$ cat src/rtl/maple_data_encoder.sv
// Maple bus payload encoder: serialises AXI4-Stream bytes onto SDCKA/SDCKB using alternating-clock encoding.
// Optional MAPLE_CRC_APPEND_EN appends an XOR checksum byte after the TLAST byte.
//
// state    | meaning
// ---------+-----------------------------------------------------------
// S_IDLE   | lines 1/1, waiting for START
// S_LOAD   | TREADY=1, waiting for a payload byte (lines 1/1)
// S_SETUP  | clock line 1, data line carries the bit
// S_STROBE | clock line 0, receiver samples the data line
// S_HOLD   | clock line 1, data line still carries the bit
// S_FINISH | lines 1/1, DONE for one cycle
module maple_data_encoder #(
  parameter int TICKS_PER_PHASE      = 2,
  parameter int C_S_AXIS_TDATA_WIDTH = 8
) (
  input  logic                            S_AXIS_ACLK,
  input  logic                            S_AXIS_ARESET,
  input  logic                            START,
  output logic                            DONE,
  output logic                            SDCKA,
  output logic                            SDCKB,
  input  logic                            S_AXIS_TVALID,
  output logic                            S_AXIS_TREADY,
  input  logic                            S_AXIS_TLAST,
  input  logic [C_S_AXIS_TDATA_WIDTH-1:0] S_AXIS_TDATA,
  output logic                            BUSY
);

  localparam logic [7:0] PHASE_RELOAD = 8'(TICKS_PER_PHASE - 1);

  typedef enum logic [2:0] {
    S_IDLE,
    S_LOAD,
    S_SETUP,
    S_STROBE,
    S_HOLD,
    S_FINISH
  } state_t;

  state_t      state;
  state_t      next_state;
  logic [7:0]  phase_cnt;
  logic [2:0]  bit_idx;
  logic [7:0]  shift_reg;
  logic        last_flag;
  logic        phase_done;
  logic        in_bit;
  logic        byte_end;
  logic        clk_level;
  logic        data_bit;
`ifdef MAPLE_CRC_APPEND_EN
  logic [7:0]  crc;
  logic        crc_sent;
`endif

  assign phase_done = (phase_cnt == 8'd0);
  assign in_bit     = (state == S_SETUP) || (state == S_STROBE) || (state == S_HOLD);
  assign byte_end   = (state == S_HOLD) && phase_done && (bit_idx == 3'd0);
  assign clk_level  = (state != S_STROBE);
  assign data_bit   = shift_reg[bit_idx];

  always_comb begin
    next_state = state;
    case (state)
      S_IDLE:   if (START) next_state = S_LOAD;
      S_LOAD:   if (S_AXIS_TVALID) next_state = S_SETUP;
      S_SETUP:  if (phase_done) next_state = S_STROBE;
      S_STROBE: if (phase_done) next_state = S_HOLD;
      S_HOLD: begin
        if (phase_done) begin
          if (bit_idx != 3'd0)
            next_state = S_SETUP;
          else if (!last_flag)
            next_state = S_LOAD;
`ifdef MAPLE_CRC_APPEND_EN
          else if (!crc_sent)
            next_state = S_SETUP;
`endif
          else
            next_state = S_FINISH;
        end
      end
      S_FINISH: next_state = S_IDLE;
      default:  next_state = S_IDLE;
    endcase
  end

  // Odd bit_idx means even bit position, where SDCKA carries the clock.
  always_comb begin
    SDCKA = 1'b1;
    SDCKB = 1'b1;
    if (in_bit) begin
      if (bit_idx[0]) begin
        SDCKA = clk_level;
        SDCKB = data_bit;
      end else begin
        SDCKA = data_bit;
        SDCKB = clk_level;
      end
    end
  end

  assign S_AXIS_TREADY = (state == S_LOAD);
  assign DONE          = (state == S_FINISH);
  assign BUSY          = (state != S_IDLE);

  always_ff @(posedge S_AXIS_ACLK) begin
    if (S_AXIS_ARESET) begin
      state     <= S_IDLE;
      phase_cnt <= 8'd0;
      bit_idx   <= 3'd0;
      shift_reg <= 8'd0;
      last_flag <= 1'b0;
`ifdef MAPLE_CRC_APPEND_EN
      crc       <= 8'd0;
      crc_sent  <= 1'b0;
`endif
    end else begin
      state <= next_state;

      // Down-counter reloads whenever a phase ends or outside the bit phases.
      if (in_bit && !phase_done)
        phase_cnt <= phase_cnt - 8'd1;
      else
        phase_cnt <= PHASE_RELOAD;

      if ((state == S_LOAD) && S_AXIS_TVALID) begin
        shift_reg <= S_AXIS_TDATA;
        last_flag <= S_AXIS_TLAST;
        bit_idx   <= 3'd7;
`ifdef MAPLE_CRC_APPEND_EN
        crc       <= crc ^ S_AXIS_TDATA;
`endif
      end else if ((state == S_HOLD) && phase_done) begin
        bit_idx <= bit_idx - 3'd1;
      end

`ifdef MAPLE_CRC_APPEND_EN
      if ((state == S_IDLE) && START) begin
        crc      <= 8'd0;
        crc_sent <= 1'b0;
      end
      // bit_idx wraps 0 -> 7 above, so the checksum byte starts at its MSB.
      if (byte_end && last_flag && !crc_sent) begin
        shift_reg <= crc;
        crc_sent  <= 1'b1;
      end
`endif
    end
  end

endmodule

$ cat config.mk
export PLATFORM = sky130hd
export DESIGN_NAME = maple_data_encoder
export DESIGN_NICKNAME = d
export VERILOG_FILES = /design/src/rtl/maple_data_encoder.sv
export SDC_FILE = /design/constraint.sdc
export NUM_CORES = 1
export LEC_CHECK = 0
export BUFFER_PORTS_ARGS = -buffer_cell sky130_fd_sc_hd__buf_2
export CAP_MARGIN = 20
export CORE_MARGIN = 4
export CORE_UTILIZATION = 59
export DETAILED_ROUTE_END_ITERATION = 16
export GPL_ROUTABILITY_DRIVEN = 1
export PLACE_DENSITY = 0.94
export SLEW_MARGIN = 20
export SYNTH_ARGS = -nofsm -noshare
export SYNTH_HDL_FRONTEND = slang
export SYNTH_SLANG_ARGS = --single-unit
export TNS_END_PERCENT = 5
$ cat constraint.sdc
create_clock -name S_AXIS_ACLK -period 4.55 [get_ports S_AXIS_ACLK]
set_input_delay 0.2275 -clock S_AXIS_ACLK [delete_from_list [all_inputs] [get_ports S_AXIS_ACLK]]
set_output_delay 0.2275 -clock S_AXIS_ACLK [all_outputs]
set_load 0.01 [all_outputs]
# After elaboration in Yosys (flattened, before gate mapping)
# Cells that the tools add are included.
dict set report classes {
  eq_ne 11
  n_reduce_logical 13
  order_cmp 1
  n_mux 17
  bitwise_logic 1
  n_addsub 2
}
# operator count
set op_table {}
lappend op_table {{$mux W3} 9}
lappend op_table {{$pmux W3 S5} 1}
lappend op_table {{$ne A2 B2 Y1 const B} 5}
lappend op_table {{$logic_not A8 Y1} 1}
lappend op_table {{$sub A8 B1 Y8 const B} 1}
lappend op_table {{$eq A3 B2 Y1 const B} 2}
lappend op_table {{$eq A3 B3 Y1 const B} 2}
lappend op_table {{$mux W1} 6}
lappend op_table {{$reduce_bool A3 Y1} 2}
lappend op_table {{$reduce_and A5 Y1} 1}
lappend op_table {{$lt A3 B4 Y1 const B} 1}
lappend op_table {{$bmux W1 S3} 1}
lappend op_table {{$eq A3 B1 Y1 const B} 1}
lappend op_table {{$logic_and A1 B1 Y1} 3}
lappend op_table {{$logic_not A3 Y1} 1}
lappend op_table {{$ne A3 B2 Y1 const B} 1}
lappend op_table {{$sub A3 B1 Y3 const B} 1}
lappend op_table {{$logic_or A1 B1 Y1} 2}
lappend op_table {{$reduce_bool A2 Y1} 1}
lappend op_table {{$reduce_or A2 Y1} 1}
lappend op_table {{$logic_not A1 Y1} 1}
lappend op_table {{$not A1 Y1} 1}
dict set report totals {
  reg_bits 23
  inputBits 13
}

# Depth between registers and ports, before layout
dict set report depth {
  word_depth 6
  mapped_depth 8
  mapped_depth_nobuf 6
}

# Worst setup path before layout
# OpenSTA, ideal clock, no wires.
dict set report synth_timing {
  path_type {register to register}
  startpoint {register phase_cnt[0]}
  endpoint {register phase_cnt[6]}
  period_less_slack_ps 1619
  stages_incl_launch_ff 9
  t_arrival_ps 1553
  slack_ps 2931
  path_cell_list {dfxtp_1 inv_1 ha_1 nor4b_2 and2_1 buf_4 or3_1 buf_6 a21oi_2}
}
dict set report synth_via {
  elab_chain_cells 5
  elab_cells_between_ends 6
}
# element line_no
set synth_rtl {}
lappend synth_rtl {{start, declared} 42} ;# logic [7:0] phase_cnt;
lappend synth_rtl {{start signal, assigned} 123} ;# phase_cnt <= phase_cnt - 8'd1;
lappend synth_rtl {{branches (longest 5 deep; another with $sub A8 B1 Y8)} n/a}
# Several ways; the timed one is not identified.
# A chain may end at the register's enable or synchronous reset.

# Worst setup path after layout
dict set report layout_timing {
  startpoint {register bit_idx[1]}
  endpoint {output port SDCKB}
}
dict set report layout_via {
  elab_chain_cells 4
}
# element line_no
set layout_rtl {}
lappend layout_rtl {{start, declared} 43} ;# logic [2:0] bit_idx;
lappend layout_rtl {{start signal, assigned} 135} ;# bit_idx <= bit_idx - 3'd1;
lappend layout_rtl {{$bmux W1 S3} 60} ;# assign data_bit = shift_reg[bit_idx];
lappend layout_rtl {{$mux W1 (implied by the code)} 60}
lappend layout_rtl {{$mux W1} 93} ;# if (bit_idx[0]) begin
lappend layout_rtl {{$mux W1} 92} ;# if (in_bit) begin
lappend layout_rtl {{end, declared} 21} ;# output logic SDCKB,
# No other way between the ends. The select of a mux whose other input is x is not followed.

==> summary.txt <==
Place
  • Number of port buffers: 17
  • Worst slack after detailed placement: 2.69 ns
  • Hpwl dp: 1730 um
  • Gp weighted congestion: 0.812

Finish
  • FF+latch area: 460 um2
  • Share of post-route cells with drive strength above 1: 26.7%
  • Util after Layout: 71.1%
  • Synthesis-to-layout area growth: 8.71%
  • Area used by multi-input combinational logic: 658 um2
  • Top library cells by usage in the layout, fill and taps aside: dfxtp_1, nand2_1, buf_2
  • Number of diodes added for antenna fixing: 0
  • # nets final: 164
  • Commonest non-fill, non-tap cell in the layout: dfxtp_1
  • Total of fill cells in the finished design: 144

Clock network
  • Clock buffers created by TritonCTS: 3
  • Total setup buffers inserted after CTS: 0
  • CTS Root Buffer Type: clkbuf_4
  • Post-cts repair resize count: 0
  • Clock sink total: 23
  • TritonCTS clock tree: done
  • Maximum root-to-sink buffer count: 2
  • Total number of H-tree levels: 1
  • Total of hold buffers inserted after clock tree synthesis: 0
  • Source-to-sink clock delay at the later pin of the worst-skew pair: 0.31 ns
  • Clock-pin transition on the worst setup and hold timing paths: 0.12 ns

Setup path
  • Reg-to-reg startpoint: phase_cnt[0]$_SDFF_PP0_
  • Cell type group with the largest total delay on the critical path: flip-flops
  • Worst path slowest cell: dfxtp_1
  • Worst Setup End Kind: output port
  • Launching element type of the critical path: register
  • Maximum single-stage delay on the critical path: 0.47 ns
  • Source of the critical timing path: bit_idx[1]$_SDFFE_PP0P_
  • Worst endpoint required time: 4.32 ns
  • Crit path buffers/inverters: 1
  • Critical setup path kind: reg -> out
  • Series of cell instances along the critical path: mux2_2 > or3_1 > a21oi_1 > a31oi_1 > buf_2
  • Critical path arrival: 1.84 ns
  • Max FO, Critical Path: 5

Global routing
  • Vias in the first global route: 950
  • Wire length of the first global-routing pass: 4120 um
  • Antenna violations before repair: 0
  • Tot GR Track Use: 19.8%
  • Largest net degree at the start of global routing: 19
  • Grt total ovfl: 0

Power and ir drop
  • Switching Fraction: 33.8%
  • Leakage power total: 0.485 nW
  • Total power divided by cell area: 369 nW/um2
  • Worst voltage drop across the vdd grid: 212 uV
  • Total power consumption of the routed design: 0.000473 W
  • Relative contribution of the clock network to total power: 19.6%
  • Internal power: 0.000313 W
  • Sequential cell fraction of total power: 52.5%
  • Gate power share: 27.8%
  • Net switching power of the design: 0.000160 W

Yosys
  • Async set-reset flop share out of synthesis: 0%
  • Synth Net Count: 149
  • Mapped Area: 1180 um2
  • Yosys warning count: 0
  • Count of state elements after synthesis: 23
  • Post-Syn Area per Cell: 8.93 um2
  • Post-synthesis sequential area ratio: 39.1%
  • Number of synthesized flops with an enable pin: 0
  • Cells after synthesis: 132
  • Count of different cell masters after synthesis: 42
  • Predominant post-synthesis flop cell: dfxtp_1

Routing
  • Count of unresolved DRC violations after routing: 0
  • Average via count per standard cell: 5.63
  • Detailed Routing Iterations Pass 1: 4
  • Post-route antenna net violation count: 0
  • Number of violations reported at the end of detailed-routing iteration 0: 13
  • Mean routed wirelength per cell: 13.1 um
  • Routed wire length: 2250 um
  • Total number of vias: 962

Status
  • Run status: complete, no violations

Timing
  • Maximum frequency from static timing analysis: 484 MHz
  • Share of the cycle needed by the critical path after routing: 45.4%
  • Hold violation total from the final report: 0
  • Slew at the pin closest to its max-slew limit: 0.446 ns
  • Clock tree skew after final layout: 0.00499 ns
  • Unrepaired setup endpoints after global routing: false
  • Worst slew slack as a fraction of its limit: 70.2%
  • Minimum setup slack in the final design: 2.49 ns
  • Aggregate negative setup slack: 0 ns
  • Final number of setup-violating endpoints: 0
  • Final critical path time including I/O delays and setup: 2.06 ns
  • Final Slew Violations: 0

Die
  • Overall die width: 52.7 um
  • Number of rows in the core area: 15
  • Area of the core: 1800 um2
  • Die area: 2780 um2
  • Starting Density: 65.4%
  • Y dimension of the die: 52.7 um
  • Number of placed I/O pins: 18

Run
  • Max Cap Violations: 0

Hold path
  • Path class of the lowest-slack min-delay path: in -> reg
  • Worst hold path startpoint: S_AXIS_TDATA[0]
-- cell type report --
type	instances	share of cell area, %
clock buffer	3	1.76
clock inverter	1	0.391
inverter	5	1.46
multi-input combinational	97	51.4
sequential	23	35.9
tap	25	2.44
timing repair buffer	17	6.64
-- kinds of logic after synthesis --
logic type | count (synthesis) | synth area share, %
AND/OR/NAND/NOR | 55 | 27.1
AO/OA/AOI/OAI | 28 | 15.4
flip-flops | 23 | 39.1
buffers and inverters | 12 | 5.09
XOR/XNOR | 5 | 3.72
multiplexers | 5 | 5.41
adder cells (fa/ha/maj) | 4 | 4.25
-- stage by stage --
stage | hold WS, ns | area (um2) | std cells
after global placement | 0.441 | 1250 | 167
final | 0.136 | 1280 | 171
after CTS | 0.131 | 1280 | 171
after detailed placement | 0.446 | 1250 | 167
after floorplan | 0.362 | 1180 | 132
after global routing | 0.141 | 1280 | 171
-- path summary, 6_finish.rpt --
check                                                  to  slack [ns]  cells after the start
worst max-delay path                                SDCKB        2.49                      5
worst min-delay path            shift_reg[0]$_SDFFE_PP0P_        0.14                      3
worst max register to register    phase_cnt[5]$_SDFF_PP0_        2.67                      6
worst min register to register  shift_reg[6]$_SDFFE_PP0P_        0.47                      2
-- cell usage after synthesis, types with 3 or more instances --
master    number  area share (%)
nor2_2         5             2.7
dfxtp_1       23              39
mux2i_1        3             2.5
ha_1           4             4.2
inv_1          5             1.6
clkbuf_1       4             1.3
nand3_1        3             1.3
xnor2_1        3             2.2
nand2_1       21             6.7
nor2_1         7             2.2
a21oi_1       12             5.1
-- worst reg2reg max path, cell delays in order, from the launching register on --
cell,delay (ns)
dfxtp_1,0.34
inv_1,0.10
ha_1,0.14
nor4b_2,0.34
and2_1,0.37
or3_1,0.42
nor2_2,0.07
-- power by group through the flow --
stage               combinational (W)  sequential, W  clock [W]
finish                       0.000132       0.000248  0.0000929
global route                 0.000151       0.000253   0.000103
CTS                          0.000133       0.000248  0.0000943
detailed placement           0.000132       0.000253          0
global placement             0.000126       0.000251          0
floorplan                    0.000111       0.000242          0
-- per-layer routing --
metal	track usage (%)	vias up	share of wire, %
met1	24.2	455	45
met2	34.7	15	51
met5	0	-	0
li1	-	487	-
met3	3.13	5	3.1
met4	6.81	0	1.5
Note: power is estimated with default switching activity, not from simulation.
